[src/rtl/branch_predictor.sv]
// Direct-mapped branch target buffer with 2-bit saturating direction counters.
// A combinational lookup of fetch_pc provides a same-cycle taken/target
// prediction. Resolved branches update the table on the rising edge, and two
// saturating performance counters track accepted updates and mispredicts.
module branch_predictor #(
  parameter int DATA_W = 64,
  parameter int IDX_W  = 4,
  parameter int TAG_W  = 8,
  parameter int CNT_W  = 32
) (
  input  logic              clk,
  input  logic              arst,
  input  logic [DATA_W-1:0] fetch_pc,
  output logic              predict_taken,
  output logic [DATA_W-1:0] predict_target,
  input  logic              update_valid,
  input  logic [DATA_W-1:0] update_pc,
  input  logic              update_taken,
  input  logic [DATA_W-1:0] update_target,
  input  logic              update_mispredict,
  input  logic              flush,
  output logic [CNT_W-1:0]  branch_count,
  output logic [CNT_W-1:0]  mispredict_count
);

  localparam int unsigned DEPTH = 2 ** IDX_W;
  localparam logic [CNT_W-1:0] CNT_ONE = {{(CNT_W-1){1'b0}}, 1'b1};

  logic [DEPTH-1:0]  valid_q, valid_d;
  logic [TAG_W-1:0]  tag_q    [DEPTH];
  logic [TAG_W-1:0]  tag_d    [DEPTH];
  logic [1:0]        ctr_q    [DEPTH];
  logic [1:0]        ctr_d    [DEPTH];
  logic [DATA_W-1:0] target_q [DEPTH];
  logic [DATA_W-1:0] target_d [DEPTH];
  logic [CNT_W-1:0]  branch_count_q, branch_count_d;
  logic [CNT_W-1:0]  mispredict_count_q, mispredict_count_d;

  logic [IDX_W-1:0]  f_idx, u_idx;
  logic [TAG_W-1:0]  f_tag, u_tag;
  logic              f_hit, u_hit;

  // pc[1:0] and bits above the tag field take no part in indexing or tagging.
  logic unused_pc_bits;
  assign unused_pc_bits = ^{fetch_pc, update_pc};

  assign f_idx = fetch_pc[IDX_W+1:2];
  assign f_tag = fetch_pc[TAG_W+IDX_W+1:IDX_W+2];
  assign u_idx = update_pc[IDX_W+1:2];
  assign u_tag = update_pc[TAG_W+IDX_W+1:IDX_W+2];

  // Same-cycle lookup of the fetch PC against the registered (pre-update) table.
  always_comb begin
    f_hit          = valid_q[f_idx] && (tag_q[f_idx] == f_tag);
    predict_taken  = f_hit && ctr_q[f_idx][1];
    predict_target = predict_taken ? target_q[f_idx] : '0;
  end

  // Table next state: counter training on hit, allocation on taken miss; flush overrides.
  always_comb begin
    valid_d  = valid_q;
    tag_d    = tag_q;
    ctr_d    = ctr_q;
    target_d = target_q;
    u_hit    = valid_q[u_idx] && (tag_q[u_idx] == u_tag);
    if (flush) begin
      valid_d = '0;
    end else if (update_valid) begin
      if (u_hit) begin
        if (update_taken) begin
          if (ctr_q[u_idx] != 2'b11) ctr_d[u_idx] = ctr_q[u_idx] + 2'd1;
          target_d[u_idx] = update_target;
        end else if (ctr_q[u_idx] != 2'b00) begin
          ctr_d[u_idx] = ctr_q[u_idx] - 2'd1;
        end
      end else if (update_taken) begin
        valid_d[u_idx]  = 1'b1;
        tag_d[u_idx]    = u_tag;
        ctr_d[u_idx]    = 2'b10;
        target_d[u_idx] = update_target;
      end
    end
  end

  // Saturating performance counters; they count updates even when flush drops them.
  always_comb begin
    branch_count_d     = branch_count_q;
    mispredict_count_d = mispredict_count_q;
    if (update_valid) begin
      if (branch_count_q != '1) branch_count_d = branch_count_q + CNT_ONE;
      if (update_mispredict && (mispredict_count_q != '1))
        mispredict_count_d = mispredict_count_q + CNT_ONE;
    end
  end

  // State registers with asynchronous reset.
  always_ff @(posedge clk or posedge arst) begin
    if (arst) begin
      valid_q            <= '0;
      tag_q              <= '{default: '0};
      ctr_q              <= '{default: 2'b01};
      target_q           <= '{default: '0};
      branch_count_q     <= '0;
      mispredict_count_q <= '0;
    end else begin
      valid_q            <= valid_d;
      tag_q              <= tag_d;
      ctr_q              <= ctr_d;
      target_q           <= target_d;
      branch_count_q     <= branch_count_d;
      mispredict_count_q <= mispredict_count_d;
    end
  end

  assign branch_count     = branch_count_q;
  assign mispredict_count = mispredict_count_q;

endmodule
[config.mk]
export PLATFORM = sky130hd
export DESIGN_NAME = branch_predictor
export DESIGN_NICKNAME = d
export VERILOG_FILES = /design/src/rtl/branch_predictor.sv
export SDC_FILE = /design/constraint.sdc
export NUM_CORES = 2
export LEC_CHECK = 0
export ABC_AREA = 1
export ABC_CLOCK_PERIOD_IN_PS = 53800
export BUFFER_PORTS_ARGS = -buffer_cell sky130_fd_sc_hd__clkbuf_2
export CAP_MARGIN = 30
export CORE_MARGIN = 4
export CORE_UTILIZATION = 50
export CTS_CLUSTER_DIAMETER = 120
export CTS_CLUSTER_SIZE = 24
export DETAILED_ROUTE_END_ITERATION = 7
export GPL_ROUTABILITY_DRIVEN = 0
export MAX_ROUTING_LAYER = met4
export PLACE_DENSITY = 0.7
export SETUP_SLACK_MARGIN = 0.5
export SKIP_CTS_REPAIR_TIMING = 1
export SYNTH_ARGS = -nofsm -noshare
export SYNTH_HDL_FRONTEND = slang
export SYNTH_SLANG_ARGS = --single-unit
[constraint.sdc]
create_clock -name clk -period 53.8 [get_ports clk]
set_input_delay 2.69 -clock clk [delete_from_list [all_inputs] [get_ports clk]]
set_output_delay 2.69 -clock clk [all_outputs]
set_load 0.01 [all_outputs]
==> metrics.txt <==
Synth Area in Adders 0.000859; largest net degree at the start of global routing around 190; post-synthesis instance total approximately 7,100; WHS Path Cells 2; worst skew pair latency approximately 0.71 ns; async set or reset register ratio after synthesis 1.00; IO Port Bufs 222; Lkg Pwr about 28 nW; r2r worst-path depth 15; dpl hpwl about 98,000 µm; Starting Density 0.507; synthesized area ~58,000 µm²; die area around 120,000 µm²; Synth Area in XOR/XNOR 0.00992; reg2reg start tag_q[5]; Primary FF master, synth dfrtp_1; die height between 300 and 400 µm; Crit Path Max Fanout just over 80; gr usage total 0.293; Yosys top cell by area dfrtp_1; initial antenna violation count 14; vias in the first global route between 40,000 and 50,000; Synth area leaders dfrtp_1 54%, nand2_1 15%, o21ai_0 9.7%; relative slew slack 0.218; global route total overflow 0; CTS tree done; status completed; vias per inst 5.94; maximum clock path buffer count 3; top-area cell type share of the netlist area 0.536; first-pass GRT wire length ~280,000 µm; Hold Slack about 0.47 ns; Post-synth EDFFs 0; Synth Area in Compound Gates 0.199; Worst Path Arrival 7.10 ns; # setup viols final 0; clock sink count roughly 1,300; CP Capture Type output pin; Clock transition at path regs about 0.10 ns; max-slew violations 0; worst hold path type reg2reg; flops & latches, synth 1,264; Layout area overhead 5.57%; Worst Skew between 0.02 and 0.03 ns; Fin Setup TNS 0 ns; Clock Tree Root clkbuf_16; Worst Hold Launch ctr_q[20]; RSZ-0062 raised after global routing false; routed length per placed instance ~21 µm; Post-synth top cells 2,300 x nand2_1, 1,248 x dfrtp_1, 1,134 x o21ai_0; final wirelength approximately 180,000 µm; post-layout worst setup margin 44.01 ns; MaxCap Viol Count 0; Pwr Density between 30 and 40 nW/µm²; Final nets approximately 7,000; share of cells above drive strength 1 0.0614; Final Hold Fails 0; Seq/Total Area, Yosys 0.543; syn nets about 7,300; DR vias around 50,000; max frequency between 100 and 150 MHz; Num CTS Buffers 58; Crit Path Class in2out; Slew @ Worst Pin between 1 and 1.5 ns; Placeable Area between 100,000 and 150,000 µm²; min Tclk post-route 9.79 ns; Place WS approximately 44 ns; mux contribution to synthesized area 0; 1st-iter DRT viols 6,239; DRC Markers 0; DRT antenna net count 0; VDD IR max ~0.000034 V; Setup crit start kind input pin; synth unique cells 38; drt pass-1 iters 8; I/O pin cnt approximately 330; H-tree Lvls 2; CP startpoint fetch_pc[2]; Row Count about 120; largest family of logic cells by synthesized area compound AO/OA/AOI/OAI gates; most frequent cell after synthesis nand2_1; Post-Synth Simple-Gate Area 0.193; Avg Synthesized Cell Area approximately 8.2 µm²; Synth Warn # 0; Critical Path RT approximately 51 ns; Final Cycle Share 0.182; die width about 350 µm
## worst max-delay path, stage by stage
cell	delay (ns)
buf_8	0.27
buf_4	0.72
buf_4	0.89
o21ai_0	0.16
a21oi_1	0.21
o211ai_1	0.17
nand3_1	0.21
o21ai_0	0.11
nor2_1	0.11
nand3_1	0.07
nor2_1	0.26
clkinv_2	0.08
buf_4	0.27
nor2_1	0.56
clkbuf_2	0.24
## worst paths after layout
path / endpoint / slack [ns]
max: predict_target[4] / 44.01
min reg2reg: ctr_q[20] / 0.47
min in group asynchronous: target_q[838] / 2.15
min: ctr_q[20] / 0.47
max in group asynchronous: mispredict_count[6] / 48.21
max reg2reg: tag_q[31] / 50.76
## routing by layer
layer  wire, µm  vias up  GRT usage
li1           -    23100          -
met1      73800    24300      0.390
met2      81300     1986      0.460
met3      12200      330     0.0317
met4       8050        0      0.124
met5          0        -          -
## stage by stage
| step | power, mW | utilization | cells | instance area (µm²) |
|---|---|---|---|---|
| floorplan | 1.36 | - | 7072 | 58300 |
| global placement | 1.43 | 0.518 | 8265 | 59600 |
| detailed placement | 1.45 | 0.520 | 8277 | 59800 |
| CTS | 1.95 | 0.534 | 8362 | 61400 |
| global route | 2.05 | 0.535 | 8373 | 61500 |
| finish | 1.94 | 0.535 | 8373 | 61500 |
## sequential cells by signal, indices dropped and copies added (netlist names)
name,flops
target_q,1024
tag_q,128
branch_count,32
ctr_q,32
mispredict_count,32
valid_q,16
## report_power, final
group | leakage (nW) | internal [mW] | switching [mW]
clock | 0.783 | 0.206 | 0.305
sequential | 16.7 | 1.07 | 0.0700
combinational | 10.9 | 0.102 | 0.187
## kinds of logic after synthesis
| logic type | count (synthesis) |
|---|---|
| AO/OA/AOI/OAI | 2061 |
| buffers and inverters | 812 |
| AND/OR/NAND/NOR | 2865 |
| adder cells (fa/ha/maj) | 4 |
| XOR/XNOR | 66 |
| flip-flops | 1264 |
## final cells by class
class,instances,area [µm²]
Fill cell,10800,53500
Sequential cell,1264,31700
Multi-Input combinational cell,4996,23600
Timing Repair Buffer,297,1900
Tap cell,1512,1890
Clock buffer,83,1590
Inverter,212,835
Clock inverter,2,38.8
Antenna cell,7,17.5
## cell usage in the layout, fill, tap and decap left out, types with 5 or more instances in the layout
master     netlist  layout
nand2_1       2300    2287
dfrtp_1       1248    1248
o21ai_0       1134    1134
a21oi_1        417     416
nor2_1         291     290
clkbuf_2         0     219
inv_1          201     198
nand3_1        182     182
a221oi_1       148     148
o21ai_1        135     135
o211ai_1        66      66
clkbuf_16        0      60
nand4_1         56      56
buf_4            5      55
o31ai_1         42      42
xor2_1          33      33
xnor2_1         33      33
clkbuf_1       514      23
a221o_1         22      22
o32ai_1         22      22
a311o_1         20      20
nor3_1          17      16
dfstp_2         16      16
o221ai_1        15      15
a22oi_1         14      14
nand2_4          0      13
o22ai_1         12      12
a32o_1          10      10
diode_2          0       7
buf_16           0       7
inv_2            9       6
nand3_2          6       6
buf_12           0       6
buf_2           45       6
nand2_2          5       5
(Power assumes the default switching activity.)
